File: src/rtl/my_pe_pkg.sv
// Shared definitions for the PE operand feeder: FSM state encoding and
// fp32 / PE timing constants.
package my_pe_pkg;

  typedef enum logic [2:0] {
    ST_IDLE  = 3'd0,
    ST_FETCH = 3'd1,
    ST_LOAD  = 3'd2,
    ST_ISSUE = 3'd3,
    ST_WAIT  = 3'd4,
    ST_DONE  = 3'd5
  } state_e;

  localparam logic [31:0] FP32_ZERO       = 32'h0000_0000;
  // The feeder prefetches the next pair in the cycle after an issue, so the
  // PE result for that issue must not come back any sooner than this.
  localparam int          MIN_FMA_LATENCY = 2;

endpackage

File: src/rtl/my_pe_feeder.sv
// Operand sequencer for the FMA processing element. Streams len pairs
// A[i], B[i] out of the operand RAMs into the PE so that the PE's fed-back
// accumulator forms the dot product, then captures the final sum.
module my_pe_feeder
  import my_pe_pkg::*;
#(
  parameter int DATA_WIDTH = 32,
  parameter int L_RAM_SIZE = 6
) (
  input  logic                  aclk,
  input  logic                  aresetn,
  input  logic                  start,
  input  logic [L_RAM_SIZE:0]   len,
  output logic                  done,
  output logic [DATA_WIDTH-1:0] result,
  output logic [L_RAM_SIZE-1:0] a_addr,
  output logic [L_RAM_SIZE-1:0] b_addr,
  input  logic [DATA_WIDTH-1:0] a_rddata,
  input  logic [DATA_WIDTH-1:0] b_rddata,
  output logic [DATA_WIDTH-1:0] pe_ain,
  output logic [DATA_WIDTH-1:0] pe_bin,
  output logic                  pe_valid,
  input  logic                  pe_dvalid,
  input  logic [DATA_WIDTH-1:0] pe_dout
);

  localparam int                CW      = L_RAM_SIZE + 1;
  localparam logic [CW-1:0]     MAX_LEN = {1'b1, {L_RAM_SIZE{1'b0}}};

  state_e                  state;
  logic [CW-1:0]           len_q;       // effective (saturated) vector length
  logic [CW-1:0]           idx;         // next RAM element to read
  logic [CW-1:0]           cnt;         // pairs issued to the PE so far
  logic [L_RAM_SIZE-1:0]   addr_q;      // holds the last valid index, never wraps
  logic                    first_wait;  // first WAIT cycle after an issue
  logic [DATA_WIDTH-1:0]   a_pre;       // prefetch registers drive the PE directly
  logic [DATA_WIDTH-1:0]   b_pre;
  logic [DATA_WIDTH-1:0]   result_q;

  logic [CW-1:0]           len_sat;
  logic [CW-1:0]           idx_nxt;
  logic [CW-1:0]           cnt_nxt;
  logic                    more;        // issues still outstanding

  // Saturate the requested length and derive counter increments.
  // NOTE: every always_comb output gets a default first so no path leaves it unassigned (no latch).
  always_comb begin
    len_sat = len;
    if (len > MAX_LEN) len_sat = MAX_LEN;
    idx_nxt = idx + CW'(1);
    cnt_nxt = cnt + CW'(1);
    more    = (cnt < len_q);
  end

  // Issue strobe: one cycle in ISSUE, then exactly on each returning partial sum.
  always_comb begin
    pe_valid = 1'b0;
    if (state == ST_ISSUE) pe_valid = 1'b1;
    else if (state == ST_WAIT && pe_dvalid && more) pe_valid = 1'b1;
  end

  assign done   = (state == ST_DONE);
  assign result = result_q;
  assign a_addr = addr_q;
  assign b_addr = addr_q;
  assign pe_ain = a_pre;
  assign pe_bin = b_pre;

  // Sequencer FSM with its counters, address and prefetch registers.
  // NOTE: sequential state uses non-blocking (<=) so every register samples pre-edge values.
  always_ff @(posedge aclk or negedge aresetn) begin
    if (!aresetn) begin
      state      <= ST_IDLE;
      len_q      <= '0;
      idx        <= '0;
      cnt        <= '0;
      addr_q     <= '0;
      first_wait <= 1'b0;
      a_pre      <= '0;
      b_pre      <= '0;
      result_q   <= '0;
    end else begin
      case (state)
        ST_IDLE, ST_DONE: begin
          if (start) begin
            if (len == '0) begin
              result_q <= DATA_WIDTH'(FP32_ZERO);
              state    <= ST_DONE;
            end else begin
              len_q  <= len_sat;
              idx    <= '0;
              cnt    <= '0;
              addr_q <= '0;
              state  <= ST_FETCH;
            end
          end
        end
        ST_FETCH: state <= ST_LOAD;
        ST_LOAD: begin
          a_pre <= a_rddata;
          b_pre <= b_rddata;
          idx   <= idx_nxt;
          if (idx_nxt < len_q) addr_q <= idx_nxt[L_RAM_SIZE-1:0];
          state <= ST_ISSUE;
        end
        ST_ISSUE: begin
          cnt        <= cnt_nxt;
          first_wait <= 1'b1;
          state      <= ST_WAIT;
        end
        ST_WAIT: begin
          // Data for the address presented during the issue cycle arrives now.
          if (first_wait) begin
            first_wait <= 1'b0;
            if (more) begin
              a_pre <= a_rddata;
              b_pre <= b_rddata;
              idx   <= idx_nxt;
              if (idx_nxt < len_q) addr_q <= idx_nxt[L_RAM_SIZE-1:0];
            end
          end
          if (pe_dvalid) begin
            if (more) begin
              cnt        <= cnt_nxt;
              first_wait <= 1'b1;
            end else begin
              result_q <= pe_dout;
              state    <= ST_DONE;
            end
          end
        end
        default: state <= ST_IDLE;
      endcase
    end
  end

endmodule

File: config.mk
export PLATFORM = sky130hd
export DESIGN_NAME = my_pe_feeder
export DESIGN_NICKNAME = d
export VERILOG_FILES = /design/src/rtl/my_pe_pkg.sv /design/src/rtl/my_pe_feeder.sv
export SDC_FILE = /design/constraint.sdc
export NUM_CORES = 1
export LEC_CHECK = 0
export BUFFER_PORTS_ARGS = -buffer_cell sky130_fd_sc_hd__buf_2
export CORE_ASPECT_RATIO = 0.8
export CORE_MARGIN = 2
export CORE_UTILIZATION = 53
export CTS_CLUSTER_DIAMETER = 100
export CTS_CLUSTER_SIZE = 40
export DETAILED_ROUTE_END_ITERATION = 10
export GPL_TIMING_DRIVEN = 0
export PLACE_DENSITY = 0.95
export SETUP_SLACK_MARGIN = 0.2
export SLEW_MARGIN = 40
export SYNTH_ARGS = -nofsm -noshare
export SYNTH_HDL_FRONTEND = slang
export SYNTH_SLANG_ARGS = --single-unit
File: constraint.sdc
create_clock -name aclk -period 6.6 [get_ports aclk]
set_input_delay 0 -clock aclk [delete_from_list [all_inputs] [get_ports aclk]]
set_output_delay 0 -clock aclk [all_outputs]
set_load 0.01 [all_outputs]
# Word-level counts from Yosys, hierarchy flattened
# Index checks and enable logic that the tools add are counted.
[word_totals]
output_inout_bits = 110
inputBits = 107
regBits = 127
word_cells = 79
[op_classes]
n_bitwise = 1
order_cmp = 3
n_addsub = 2
eq_ne = 12
n_mux = 36
n_reduce_logical = 16
[ops]
columns = ["operator", "n"]
rows = [
  ["two-way mux 32 bit", 8],
  ["case mux 32 bit (2 select lines)", 3],
  ["two-way mux 7 bit", 7],
  ["case mux 7 bit (3 select lines)", 2],
  ["two-way mux 6 bit", 5],
  ["case mux 6 bit (3 select lines)", 1],
  ["case mux 3 bit (5 select lines)", 1],
  ["AND reduction 5 bit", 3],
  ["adder 7 x 1 -> 7 bit (second input constant)", 2],
  ["less-than comparator 7 bit", 2],
  ["!= test 2 bit (second input constant)", 7],
  ["two-way mux 3 bit", 4],
  ["AND reduction 3 bit", 3],
  ["greater-than comparator 7 bit (second input constant)", 1],
  ["logical NOT 7 bit", 1],
  ["equality test 3 x 2 -> 1 bit (second input constant)", 2],
  ["equality test 3 bit (second input constant)", 2],
  ["nonzero test 2 bit", 3],
  ["nonzero test 3 bit", 2],
  ["two-way mux 1 bit", 4],
  ["equality test 3 x 1 -> 1 bit (second input constant)", 1],
  ["logical NOT 3 bit", 1],
  ["logical AND 1 bit", 2],
  ["case mux 1 bit (2 select lines)", 1],
  ["other kinds (2)", 2],
]

# Longest topological paths before layout
[logic_depth]
depth_word = 6
depth_mapped = 9
mapped_depth_nobuf = 9

# Worst setup path after synthesis
# OpenSTA, ideal clock, no wires.
[synth_timing]
path_kind = "reg-to-reg"
from = "register idx[0]"
to = "register addr_q[1], in the netlist a_addr[1]"
required_time_ns = 6.478
setup_slack_ns = 4.482
path_stages_with_launch = 10
period_less_slack_ns = 2.118
setup_time_ns = 0.122
path_buffers = 0
t_arrival_ns = 1.997
cell_sequence = "dfrtp_1 ha_1 xor2_1 ha_1 a21oi_1 o21ai_0 a21oi_1 o21ai_0 a21o_2 a32o_1"
[synth_between]
elab_chain_len = 6
[synth_lines]
columns = ["element", "line", "rtl"]
rows = [
  ["start, declared", "my_pe_feeder.sv:32", "logic [CW-1:0] idx;"],
  ["start signal, assigned", "my_pe_feeder.sv:102", "idx <= idx_nxt;"],
  ["start signal, assigned", "my_pe_feeder.sv:118", "idx <= idx_nxt;"],
  ["adder 7 x 1 -> 7 bit *", "my_pe_feeder.sv:50", "idx_nxt = idx + CW'(1);"],
  ["less-than comparator 7 bit", "my_pe_feeder.sv:103, my_pe_feeder.sv:119", ""],
  ["two-way mux 6 bit *", "my_pe_feeder.sv:103, my_pe_feeder.sv:119", ""],
  ["two-way mux 6 bit", "my_pe_feeder.sv:115", "if (more) begin"],
  ["two-way mux 6 bit", "my_pe_feeder.sv:113", "if (first_wait) begin"],
  ["case mux 6 bit (3 select lines) *", "my_pe_feeder.sv:83", "case (state)"],
  ["end signal, assigned", "my_pe_feeder.sv:103", "if (idx_nxt < len_q) addr_q <= idx_nxt[L_RAM_SIZE-1:0];"],
  ["end signal, assigned", "my_pe_feeder.sv:119", "if (idx_nxt < len_q) addr_q <= idx_nxt[L_RAM_SIZE-1:0];"],
  ["end, declared", "my_pe_feeder.sv:34", "logic [L_RAM_SIZE-1:0] addr_q;"],
]
# Every way passes the cells marked *; elsewhere a longest branch is shown, timed or not. The select of a mux whose other input is x is not followed.
# A chain may end at the register's enable or synchronous reset.

# Worst setup path after layout
[layout_timing]
from = "register idx[0]"
to = "register addr_q[3], in the netlist a_addr[3]"
# Same word-level chain as after synthesis.

==> results.cfg <==
[status]
status = finished, final reports clean

[detailed_routing]
final_antenna_net_count = 0
vias = 5425
wl_per_cell_um = 20.1
drt_pass1_iterations = 5
via_per_inst = 5.50
drc_errors = 0
drt_iter0_markers = 263
routed_wl_mm = 19.8

[floorplanning]
start_util = 0.539
ios = 217
die_area_um2 = 11800
std_cell_rows = 34
die_w_um = 121
die_h_um = 97.6
fp.coreArea_um2 = 10800

[cts]
cts_hold_buf = 111
cts_buffers = 17
cts_tree = done
cts_resized = 0
post_cts_buffers = 0
max-clock-path-buffers = 2
h-tree-depth = 4
clk_pin_slew_worst_paths_ns = 0.06
cts.sinks = 127
clock_latency_ns = 0.41
root_buffer = clkbuf_16

[worst_hold_path]
hold_path_class = input pin to register

[placement]
dpl.hpwl_mm = 10.8
dp.cells = 845
gp_congestion = 0.901
dp_slack_ns = 4.21
io_buffers = 216

[setup_path]
critPathTopFamily = compound AO/OA/AOI/OAI gates
max_stage_delay_ns = 0.49
crit_type = register to register
cp_max_fo = 7
worstSetupStartpointType = register
arrival_ns = 2.90
worstPathRequired_ns = 6.92
path_cells = ha_1, xor2_1, ha_1, a21oi_1, o21ai_0, a21oi_1, o21ai_0, or3_1, o2bb2ai_1
cp-end-kind = register
cpMaxStageDelayCell = dfrtp_1
path_buf_inv = 0

[yosys]
synthCells = 484
syn-num-nets = 605
synth-async-reset-ratio = 1.00
ys.flop_type = dfrtp_1
synth.avg_cell_area_um2 = 12.0
synth_seq_cells = 127
synth_edf_count = 0
yosys.area.top_type_share = 0.547
ys.warnings.count = 0
yosysSeqAreaShare = 0.547
syn_area_um2 = 5810
synth.largest_area_cell = dfrtp_1
ys_types = 50
synth_area_leaders = dfrtp_1, mux2_4, nand2_1

[cells_and_area]
area_growth_pct = 51.7
finalNetCount = 952
diodes = 0
multi_input_area_um2 = 2400
drive_gt1_frac = 0.419
fill_cells = 532
seq_area_um2 = 3180
fin_cells = 987

[global_routing]
grt_max_degree = 70
gr-usage-all-layers = 0.346
grt_pass1_vias = 5871
antenna_found_initial = 0
grt_remaining_overflow = 0
grt_first_pass_wirelength_mm = 30.9

[sta]
setup_slack_ns = 4.02
min_period_ns = 2.58
fin_crit_sh = 0.391
rsz0062_at_grt = false
fmax_mhz = 387
hold_viol = 0
slew_violations = 0
tightest_slew_ns = 0.475
clock-skew-final_ns = 0.0105
slew_headroom = 0.683
fin_hold_ws_ns = 0.109
finalSetupViolations = 0
fin_setup_tns_ns = 0

[power_and_ir_drop]
power_switching_share = 0.373
power_switching_w = 0.00160
ir_worst_vdd_mv = 0.319
leakagePower_nw = 4.44
pwr-share-clk = 0.218
p_int_w = 0.00268
pwr-share-comb = 0.464
report.power.total_w = 0.00428
powerDensity_nw_per_um2 = 487
seqPwrFrac = 0.318

[job]
max-cap-violations = 0
==> cells in the final DEF (no fill, tap or decap), types with 12 or more instances in the layout <==
| cell type | n |
|---|---|
| o21ai_1 | 16 |
| dlygate4sd3_1 | 111 |
| clkbuf_16 | 17 |
| dfrtp_1 | 127 |
| buf_2 | 222 |
| nand2_1 | 93 |
| mux2_4 | 49 |
| ha_1 | 14 |
| o21ai_0 | 33 |
| nor2_1 | 12 |
| mux2_2 | 15 |
==> through the flow <==
| stage | util | instance area (µm²) |
|---|---|---|
| after floorplan | - | 5810 |
| after global placement | 0.657 | 7070 |
| after detailed placement | 0.660 | 7100 |
| after CTS | 0.818 | 8810 |
| after global routing | 0.818 | 8810 |
| final | 0.818 | 8810 |
==> kinds of logic after synthesis <==
kind of cell	synth area share
buffers and inverters	0.0390
and+or+nand+nor	0.106
muxes	0.156
AOI/OAI and AO/OA	0.108
DFF	0.547
adders and majority gates	0.0302
xor gates and xnor gates	0.0134
==> worst paths after layout <==
path / startpoint / endpoint / slack, ns / cells after the start
max in group asynchronous: aresetn / result[28] / 5.76 / 3
min in group asynchronous: aresetn / pe_ain[13] / 0.14 / 2
worst min-delay path: pe_dvalid / result[4] / 0.11 / 4
worst max register to register: idx[0] / a_addr[3] / 4.02 / 9
worst min register to register: len_q[5] / len_q[5] / 0.49 / 2
worst max-delay path: idx[0] / a_addr[3] / 4.02 / 9
==> power by group through the flow <==
stage / clock network (W) / logic (W) / registers (W)
after detailed placement: 0 / 0.00184 / 0.00132
after global routing: 0.000976 / 0.00210 / 0.00139
after global placement: 0 / 0.00175 / 0.00130
final: 0.000933 / 0.00199 / 0.00136
after floorplan: 0 / 0.00112 / 0.00144
after CTS: 0.000927 / 0.00190 / 0.00132
==> tightest hold or removal path, delay by kind of cell <==
family,cells,cell delay [ns]
buffers and inverters,2,0.24
AOI/OAI and AO/OA,1,0.13
and+or+nand+nor,1,0.09
==> registers in the layout, indices dropped and copies added, names as in the netlist <==
signal / count
a_addr: 6
cnt: 7
first_wait: 1
idx: 7
len_q: 7
pe_ain: 32
pe_bin: 32
result: 32
state: 3
==> cell type report <==
class | count | area share
inverter | 10 | 0.00426
sequential | 127 | 0.361
multi-input combinational | 320 | 0.273
timing repair buffer | 328 | 0.253
tap | 144 | 0.0205
clock inverter | 12 | 0.0156
clock buffer | 19 | 0.0514
buffer | 27 | 0.0215
==> synth_stat cells, types with 2 or more instances <==
master,number
and3_1,3
nor2b_1,4
o21ai_2,2
clkbuf_1,4
mux2_2,15
and2_1,3
inv_1,10
o31ai_1,4
o21ai_1,16
a21o_1,3
ha_1,14
o211ai_2,2
nor2_1,12
o21ai_0,33
a31oi_1,4
xnor2_1,4
buf_4,9
o2bb2ai_1,3
a21oi_1,10
buf_6,6
nand2_1,93
o21a_1,3
nand2b_1,7
a32o_1,3
nand3_1,6
a22o_1,4
xor2_1,3
dfrtp_1,127
a31o_2,2
mux2_4,49
buf_2,7
==> metal layers <==
| layer | vias up | track usage | part of all wire |
|---|---|---|---|
| li1 | 2364 | - | - |
| met1 | 2646 | 0.371 | 0.34 |
| met2 | 340 | 0.619 | 0.54 |
| met3 | 75 | 0.100 | 0.079 |
| met4 | 0 | 0.165 | 0.041 |
| met5 | - | 0 | 0 |
Note: power is estimated with default switching activity, not from simulation.
